===== src/rtl/lmg_seq.sv =====
// lmg_seq -- sequencer between the legal-move generator (LMG) and the move
// consumer.
//
// A run restarts the LMG, then drains its 160-bit FIFO one word at a time.
// Each word is split into eight 19-bit move slots. Invalid slots are dropped,
// and valid moves are streamed out one at a time.
//
// Ports
//   clk, reset   clock; synchronous active-low reset
//   start        begin a run (only honoured in IDLE)
//   abort        cancel the current run, back to IDLE
//   lmg_rst      active-high reset to the LMG and its FIFO sclr
//   lmg_done     LMG has written all of its words
//   fifo_empty   LMG FIFO empty
//   fifo_rden    FIFO read request, one-cycle pulse
//   fifo_q       FIFO word {8'd0, slot0[151:133], ..., slot7[18:0]}
//   mv_valid     mv_data holds a valid move
//   mv_ready     consumer accepts mv_data this cycle
//   mv_data      move {flags[6:0], from[5:0], to[5:0]}
//   mv_cnt       valid moves emitted this run (saturates at 255)
//   busy         sequencer is not idle
//   done         one-cycle pulse at normal completion of a run
//   err_to       sticky WAIT timeout flag, cleared by the next accepted start
//   dbg_state    current FSM state, for debug and checkers
//
// Move handshake: a move transfers on any cycle where mv_valid and mv_ready
// are both high. Once mv_valid rises, it and mv_data stay constant until that
// transfer happens. The only exception is abort, which drops mv_valid on the
// next cycle. mv_valid and mv_data are decoded from registers only, so they
// never depend combinationally on mv_ready.
module lmg_seq #(
  parameter int RST_CYC = 2,
  parameter int RD_LAT  = 1,
  parameter int TIMEOUT = 4096
) (
  input  logic         clk,
  input  logic         reset,
  input  logic         start,
  input  logic         abort,
  output logic         lmg_rst,
  input  logic         lmg_done,
  input  logic         fifo_empty,
  output logic         fifo_rden,
  input  logic [159:0] fifo_q,
  output logic         mv_valid,
  input  logic         mv_ready,
  output logic [18:0]  mv_data,
  output logic [7:0]   mv_cnt,
  output logic         busy,
  output logic         done,
  output logic         err_to,
  output logic [2:0]   dbg_state
);

  typedef enum logic [2:0] {
    S_IDLE = 3'd0,
    S_GRST = 3'd1,
    S_WAIT = 3'd2,
    S_RDWT = 3'd3,
    S_UNPK = 3'd4,
    S_FIN  = 3'd5
  } state_t;

  // One counter is shared by GRST (reset length), WAIT (timeout) and
  // RDWT (read latency). It must be wide enough for the largest of the three.
  localparam int CW = $clog2(TIMEOUT + RST_CYC + RD_LAT + 1);

  state_t          state_q, state_d;
  logic [CW-1:0]   cnt_q, cnt_d;
  logic [2:0]      idx_q, idx_d;
  logic [151:0]    word_q, word_d;
  logic [7:0]      mv_cnt_q, mv_cnt_d;
  logic            err_q, err_d;
  logic            rden_q, rden_d;

  logic [18:0]     slot_a [8];
  logic [18:0]     slot;
  logic            slot_ok;
  logic            unused_pad;

  // The top byte of every FIFO word is padding.
  assign unused_pad = ^fifo_q[159:152];

  always_comb begin
    for (int i = 0; i < 8; i++) begin
      slot_a[i] = word_q[151 - 19*i -: 19];
    end
  end

  assign slot    = slot_a[idx_q];
  assign slot_ok = ~slot[18];   // flags[6] marks an empty slot

  always_comb begin
    state_d  = state_q;
    cnt_d    = cnt_q;
    idx_d    = idx_q;
    word_d   = word_q;
    mv_cnt_d = mv_cnt_q;
    err_d    = err_q;
    rden_d   = 1'b0;

    case (state_q)
      S_IDLE: begin
        if (start) begin
          state_d  = S_GRST;
          cnt_d    = '0;
          mv_cnt_d = '0;
          err_d    = 1'b0;
        end
      end
      S_GRST: begin
        if (cnt_q == CW'(RST_CYC - 1)) begin
          state_d = S_WAIT;
          cnt_d   = '0;
        end else begin
          cnt_d = cnt_q + CW'(1);
        end
      end
      S_WAIT: begin
        if (!fifo_empty) begin
          // The read pulse is registered, so it is issued in the first
          // RDWT cycle.
          rden_d  = 1'b1;
          state_d = S_RDWT;
          cnt_d   = '0;
        end else if (lmg_done) begin
          state_d = S_FIN;
        end else if (cnt_q == CW'(TIMEOUT - 1)) begin
          err_d   = 1'b1;
          state_d = S_IDLE;
        end else begin
          cnt_d = cnt_q + CW'(1);
        end
      end
      S_RDWT: begin
        // cnt 0 is the read-request cycle. The word is valid RD_LAT cycles
        // later.
        if (cnt_q == CW'(RD_LAT)) begin
          word_d  = fifo_q[151:0];
          idx_d   = '0;
          state_d = S_UNPK;
        end else begin
          cnt_d = cnt_q + CW'(1);
        end
      end
      S_UNPK: begin
        if (!slot_ok || mv_ready) begin
          if (slot_ok && (mv_cnt_q != 8'hff)) begin
            mv_cnt_d = mv_cnt_q + 8'd1;
          end
          if (idx_q == 3'd7) begin
            state_d = S_WAIT;
            cnt_d   = '0;
          end else begin
            idx_d = idx_q + 3'd1;
          end
        end
      end
      S_FIN: begin
        state_d = S_IDLE;
      end
      default: begin
        state_d = S_IDLE;
      end
    endcase

    // Abort overrides everything outside IDLE. The move count and the
    // timeout flag keep their values, and a pending move is not counted.
    if (abort && (state_q != S_IDLE)) begin
      state_d  = S_IDLE;
      mv_cnt_d = mv_cnt_q;
      err_d    = err_q;
      rden_d   = 1'b0;
      word_d   = word_q;
    end
  end

  always_ff @(posedge clk) begin
    if (!reset) begin
      state_q  <= S_IDLE;
      cnt_q    <= '0;
      idx_q    <= '0;
      word_q   <= '0;
      mv_cnt_q <= '0;
      err_q    <= 1'b0;
      rden_q   <= 1'b0;
    end else begin
      state_q  <= state_d;
      cnt_q    <= cnt_d;
      idx_q    <= idx_d;
      word_q   <= word_d;
      mv_cnt_q <= mv_cnt_d;
      err_q    <= err_d;
      rden_q   <= rden_d;
    end
  end

  assign lmg_rst   = (state_q == S_IDLE) || (state_q == S_GRST);
  assign fifo_rden = rden_q;
  assign mv_valid  = (state_q == S_UNPK) && slot_ok;
  assign mv_data   = mv_valid ? slot : 19'd0;
  assign mv_cnt    = mv_cnt_q;
  assign busy      = (state_q != S_IDLE);
  assign done      = (state_q == S_FIN);
  assign err_to    = err_q;
  assign dbg_state = state_q;

endmodule


===== config.mk =====
export PLATFORM = sky130hd
export DESIGN_NAME = lmg_seq
export DESIGN_NICKNAME = d
export VERILOG_FILES = /design/src/rtl/lmg_seq.sv
export SDC_FILE = /design/constraint.sdc
export NUM_CORES = 1
export LEC_CHECK = 0
export BUFFER_PORTS_ARGS = -buffer_cell sky130_fd_sc_hd__buf_4
export CAP_MARGIN = 15
export CORE_MARGIN = 1.5
export CORE_UTILIZATION = 41
export DETAILED_ROUTE_END_ITERATION = 8
export GPL_TIMING_DRIVEN = 0
export PLACE_DENSITY = 0.75
export SYNTH_ARGS = -nofsm -noshare
export SYNTH_HDL_FRONTEND = slang
export SYNTH_SLANG_ARGS = --single-unit
export TNS_END_PERCENT = 100

===== constraint.sdc =====
create_clock -name clk -period 3.8 [get_ports clk]
set_input_delay 0.57 -clock clk [delete_from_list [all_inputs] [get_ports clk]]
set_output_delay 0.57 -clock clk [all_outputs]
set_load 0.01 [all_outputs]

==> metrics.md, run 1 <==
| Metric | Value |
|---|---|
| CP arrival | 2.85 ns |
| Vias per cell | 5.32 |
| CTS max path bufs | 2 |
| Mapped Area | 8160 um^2 |
| Post-synthesis mux area share | 0.137 |
| Largest family of logic cells by synthesized area | simple AND/OR/NAND/NOR gates |
| Worst Setup End Kind | output port |
| # nets final | 1,348 |
| Starting DRC count in detailed routing | 671 |
| Status | complete, no violations |
| Synth top area cells | dfxtp_1 (44%), nand2_1 (15%), mux4_2 (10%) |
| Syn Area/Cell | 8.45 um^2 |
| Worst IR drop on VDD | 311 uV |
| Cell with the most instances after synthesis | nand2_1 |
| Maximum net fanout on the critical path | 10 |
| Slew headroom | 0.376 |
| Total number of vias | 7,730 |
| Reg2reg start | cnt_q[0] |
| Most common flop cell mapped by yosys | dfxtp_1 |
| Core area | 19,500 um^2 |
| Slew @ Worst Pin | 0.936 ns |
| Die height | 144 um |
| Required time worst endpoint | 3.23 ns |
| HPWL Detailed | 18,800 um |
| Synth cell types | 44 |
| Reg2reg setup slack | 1.04 ns |
| X dimension of the die | 144 um |
| Hold Crit Class | input port to flip-flop |
| Simple-gate area share of the yosys netlist | 0.210 |
| Initial antenna violation count | 0 |
| First-pass GRT wire length | 37,100 um |
| Final core utilization | 0.540 |
| Number of global-route vias before repair | 7,126 |
| Gpl congestion | 0.871 |
| Pwr dens | 384 nW/um^2 |
| GR Overflow Total | 0 |
| RSZ-0062 raised after global routing | false |
| Reg2reg end | slot_a[53] |
| Leakage | 3.74 nW |
| Worst setup path end | mv_data[10] |
| Worst hold slack | 0.375 ns |
| # IOs | 203 |
| Ratio of cells with drive above 1 in the final layout | 0.262 |
| Worst-case clock skew | 0.0111 ns |
| Total power draw | 4.03 mW |
| Reg2reg path depth | 8 |
| Sink Count | 181 |
| Worst-path clk slew | 0.07 ns |
| Setup violations, final | 0 |
| Cts hold-fix bufs | 0 |
| Ys async rst share | 0 |
| TNS Setup | 0 ns |
| Antenna Cells | 0 |
| Area leader, netlist | dfxtp_1 |
| Top cells by count, synth | nand2_1 (326), dfxtp_1 (181), a21oi_1 (158) |
| Max-slew violations | 0 |
| Clk Latency, worst-skew pair | 0.44 ns |
| Max-Cap Viols | 0 |
| WL/cell | 17.0 um |
| GRT Total Usage | 0.239 |
| Fmax | 293 MHz |
| Initial core utilization | 0.419 |
| Final ANT Viol Nets | 0 |
| DRC Markers | 0 |
| Routed WL | 24,700 um |
| Register bit total from synthesis | 181 |
| Synth Area in XOR/XNOR | 0 |
| Critical Path Start Type | flip-flop |
| Htree depth | 4 |
| Inserted Clock Buffers | 17 |
| Part of the cycle the worst path needs | 0.899 |
| Design area | 10,500 um^2 |
| Placed inst area | 9930 um^2 |
| CTS tree | done |
| Final Hold Viols | 0 |
| Critical path class | flip-flop to output port |
| Worst Setup SP | idx_q[1] |
| Post-synthesis adder-cell area fraction | 0.00767 |
| P&R area growth vs syn | 28.9% |
| Yosys warns | 0 |
| Clock root cell | clkbuf_16 |
| Synth Instances | 965 |
| Final min period | 3.42 ns |
| Core Rows | 51 |
| Top cell type's share of synthesized area | 0.444 |
| Net count after synthesis | 1,137 |
| Die area | 20,700 um^2 |
| First-pass DRT Iterations | 7 |
| Register area share after synthesis | 0.444 |
| Setup Fix Bufs, Post-CTS | 0 |
| Compound-Gate Fraction of Synth Area | 0.149 |
| EDFF count, synth | 0 |
| Largest net degree at the start of global routing | 17 |
| IO Port Bufs | 192 |
-- per-stage QoR --
step,instances,worst slack (ns)
global placement,1422,0.632
global route,1454,0.145
CTS,1454,0.170
finish,1454,0.384
floorplan,965,1.28
detailed placement,1422,0.641
-- critical path, stage by stage, from the launching register on --
cell and delay, ns:
dfxtp_1 0.37, buf_2 0.32, clkbuf_1 0.51, clkbuf_2 0.42, mux4_2 0.37, mux2i_1 0.15, nor2_1 0.09, buf_4 0.18
-- layout make-up --
| type | instances | area, um^2 |
|---|---|---|
| tap | 265 | 332 |
| sequential | 181 | 3620 |
| buffer | 73 | 383 |
| fill | 1750 | 8950 |
| multi-input combinational | 699 | 4110 |
| clock buffer | 19 | 433 |
| timing repair buffer | 192 | 1440 |
| clock inverter | 13 | 149 |
| inverter | 12 | 45.0 |
-- what timing repair did --
| item | CTS | global route |
|---|---|---|
| gates resized for setup | 0 | 4 |
| endpoints found under the hold margin | 0 | 0 |
| endpoints found under the setup margin | 0 | 3 |
-- cells by family after synthesis --
group | count (synthesis)
AND/OR/NAND/NOR | 415
AO/OA/AOI/OAI | 213
flip-flops | 181
buffers and inverters | 85
multiplexers | 65
adder cells (fa/ha/maj) | 5
other | 1
-- layer usage --
layer  up-vias  part of all wire  global-route usage
li1       3741                 -                   -
met1      3629              0.42               0.318
met2       317              0.47               0.383
met3        43             0.084              0.0536
met4         0             0.025              0.0779
met5         -                 0                   0
-- placed cells by master, fill, tap and decap left out, types with 12 or more instances in the layout --
cell type  count
a21oi_1      158
buf_2         19
buf_4        197
clkbuf_1      38
clkbuf_16     17
dfxtp_1      181
inv_1         12
mux2i_1       28
mux4_2        37
nand2_1      326
nand3_1       12
nor2_1        35
-- worst min-delay path by stage --
| stage | depth (start not counted) | startpoint | endpoint |
|---|---|---|---|
| 2_1_floorplan | 2 | slot_a[100] | slot_a[100] |
| 3_3_place_gp | 2 | slot_a[70] | slot_a[70] |
| 3_5_place_dp | 2 | slot_a[8] | slot_a[8] |
| 4_1_cts | 3 | fifo_q[10] | slot_a[10] |
| 5_1_grt | 3 | fifo_q[10] | slot_a[10] |
| 6_report | 3 | fifo_q[11] | slot_a[11] |
-- flip-flops by register name, summed over array words and instances (netlist names) --
| register | flops |
|---|---|
| slot_a | 152 |
| cnt_q | 13 |
| mv_cnt | 8 |
| dbg_state | 3 |
| idx_q | 3 |
| err_to | 1 |
| fifo_rden | 1 |
-- where the power goes --
part / internal [mW] / total (mW) / switching [mW] / leakage [nW]
Sequential: 1.91 / 1.92 / 0.0102 / 1.46
Combinational: 0.167 / 0.345 / 0.179 / 2.01
Clock: 0.978 / 1.77 / 0.792 / 0.269
Total: 3.05 / 4.03 / 0.981 / 3.74
Power figures use the tool's default switching activity.
==> inputs of run 2 (changes only) <==
Settings changed: MAX_ROUTING_LAYER set to met4.
==> run 2 against run 1 <==
  * Count of clock-buffer cells in the layout increased by 4
  * Wire length up 0.86%
  * Critical endpoint is now mv_data[12]
  * Global-route usage rose by 0.99 points
  * Fmax shrank 0.28%
  * Sequential cell count unchanged
  * Critical path depth is the same
  * Hold slack better by 0.016 ns
  * Clock skew shrank 0.0031 ns
==> metrics.md, run 2 (synthesis gave the netlist of run 1 again) <==
| Metric | Value |
|---|---|
| Maximum net fanout on the critical path | 10 (unchanged) |
| Final Hold Viols | 0 (unchanged) |
| Setup Fix Bufs, Post-CTS | 0 (unchanged) |
| # nets final | 1,348 (unchanged) |
| Cts hold-fix bufs | 0 (unchanged) |
| Worst IR drop on VDD | 287 uV (-7.6%) |
| Most frequent cells in the layout | nand2_1 (326), buf_4 (197), dfxtp_1 (181) |
| Required time worst endpoint | 3.23 ns (about the same) |
| Number of global-route vias before repair | 7,205 (+1.1%) |
| Pwr dens | 387 nW/um^2 (+0.98%) |
| Fmax | 292 MHz (-0.28%) |
| HPWL Detailed | 18,900 um (+0.71%) |
| Hold Crit Class | input port to flip-flop |
| Clock Power Share | 0.446 (+0.007) |
| Antenna Cells | 0 (unchanged) |
| Sink Count | 181 (unchanged) |
| Largest net degree at the start of global routing | 17 (unchanged) |
| Max-Cap Viols | 0 (unchanged) |
| CTS tree | done |
| IO Port Bufs | 192 (unchanged) |
| Total power draw | 4.08 mW (+1.2%) |
| Worst-path clk slew | 0.07 ns (about the same) |
| Ratio of cells with drive above 1 in the final layout | 0.260 (-0.00124) |
| DRC Markers | 0 (unchanged) |
| RSZ-0062 raised after global routing | false |
| CP arrival | 2.86 ns (about the same) |
| First-pass DRT Iterations | 5 (-2) |
| Leakage | 3.76 nW (+0.51%) |
| Worst Setup End Kind | output port |
| Gpl congestion | 0.858 (-1.5%) |
| # IOs | 203 (unchanged) |
| X dimension of the die | 144 um (unchanged) |
| Worst hold slack | 0.391 ns (+0.0164 ns) |
| Setup violations, final | 0 (unchanged) |
| Die height | 144 um (unchanged) |
| Final ANT Viol Nets | 0 (unchanged) |
| Worst-case clock skew | 0.00805 ns (-0.00310 ns) |
| Clock root cell | clkbuf_16 |
| Psw | 0.910 mW (-7.3%) |
| Htree depth | 4 (unchanged) |
| Placement Setup Slack | 0.625 ns (-0.0163 ns) |
| TNS Setup | 0 ns (unchanged) |
| Setup ws final | 0.374 ns (-0.00972 ns) |
| Inserted Clock Buffers | 17 (unchanged) |
| Final min period | 3.43 ns (+0.00972 ns) |
| Clk Latency, worst-skew pair | 0.43 ns (about the same) |
| First-pass GRT wire length | 37,700 um (+1.5%) |
| Max Used Layer | met4 |
| Max reg flops | 152 (unchanged) |
| Part of the cycle the worst path needs | 0.902 (+0.00256) |
| Core area | 19,500 um^2 (unchanged) |
| GR Overflow Total | 0 (unchanged) |
| Routed WL | 24,900 um (+0.86%) |
| Routed met1 length | 10,600 um (+1.2%) |
| P&R area growth vs syn | 29.2% |
| Initial core utilization | 0.419 (unchanged) |
| Slew headroom | 0.313 (-0.0624) |
| Initial antenna violation count | 0 (unchanged) |
| Starting DRC count in detailed routing | 585 (-13%) |
| GRT Total Usage | 0.248 (+0.00990) |
| Vias per cell | 5.35 (+0.57%) |
| Design area | 10,500 um^2 (+0.26%) |
| Status | complete, no violations |
| Critical path class | flip-flop to output port |
| Max-slew violations | 0 (unchanged) |
| Core Rows | 51 (unchanged) |
| Placed inst area | 9930 um^2 (unchanged) |
| Metal2 WL | 11,500 um (-0.57%) |
| Switching Share | 0.223 (-0.0205) |
| Die area | 20,700 um^2 (unchanged) |
| Slew @ Worst Pin | 1.03 ns (+0.0936 ns) |
| Commonest non-fill, non-tap cell in the layout | nand2_1 |
| Critical Path Start Type | flip-flop |
| Part of the power in registers | 0.470 (-0.005) |
| CTS max path bufs | 2 (unchanged) |
| Met3 WL | 2150 um (+3.9%) |
| Total number of vias | 7,763 (+0.43%) |
| WL/cell | 17.1 um (+1.0%) |
| Int Pwr | 3.17 mW (+4.0%) |
| Filler Cell Count | 1,786 (+2.1%) |
| Comb pwr share | 0.084 (-0.002) |
[run 2: cell count changes in the layout (fill, tap and decap cells not counted)]
cell	change
clkinv_2	-1
clkbuf_8	+4
inv_8	-1
bufinv_16	+1
clkinvlp_4	-2
inv_6	-3
[run 2: routing by layer]
metal / global-route usage / vias up
li1: - / 3741
met1: 0.326 / 3634
met2: 0.378 / 339
met3: 0.0500 / 49
met4: 0.0967 / 0
met5: - / -
[run 2: path summary, 6_finish.rpt]
check / cells after the start / startpoint / end / slack (ns)
worst max-delay path: 7 / idx_q[1] / mv_data[12] / 0.37
worst min-delay path: 3 / fifo_q[76] / slot_a[76] / 0.39
worst max register to register: 8 / cnt_q[0] / slot_a[50] / 1.03
worst min register to register: 2 / slot_a[95] / slot_a[95] / 0.45
[run 2: worst max-delay path: stages, from the launching register on]
cell and delay [ns]:
dfxtp_1 0.36, buf_2 0.32, clkbuf_1 0.50, clkbuf_2 0.44, mux4_2 0.37, mux2i_1 0.14
nor2_1 0.11, buf_4 0.19
[run 2: stage by stage]
stage	utilization	std cells
floorplan	-	965
global placement	0.510	1422
detailed placement	0.510	1422
CTS	0.541	1452
global route	0.542	1452
finish	0.542	1452
[run 2: power groups by stage]
stage | logic (mW) | clock network, mW | registers [mW]
after floorplan | 0.146 | 0 | 1.96
after global placement | 0.338 | 0 | 1.96
after detailed placement | 0.339 | 0 | 1.96
after CTS | 0.340 | 1.84 | 1.92
after global routing | 0.375 | 1.93 | 1.92
final | 0.344 | 1.82 | 1.92
[run 2: timing repair]
item,4_1_cts,5_1_grt
resized for setup,0,4
endpoints found under the hold margin,0,0
endpoints found under the setup margin,0,8
[run 2: area by class of cell]
cell class / instances / area (um^2) / area share
multi-input combinational: 699 / 4110 / 0.390
sequential: 181 / 3620 / 0.344
timing repair buffer: 192 / 1440 / 0.137
clock buffer: 23 / 488 / 0.0463
buffer: 73 / 383 / 0.0363
tap: 265 / 332 / 0.0315
clock inverter: 7 / 121 / 0.0115
inverter: 12 / 45.0 / 0.00427
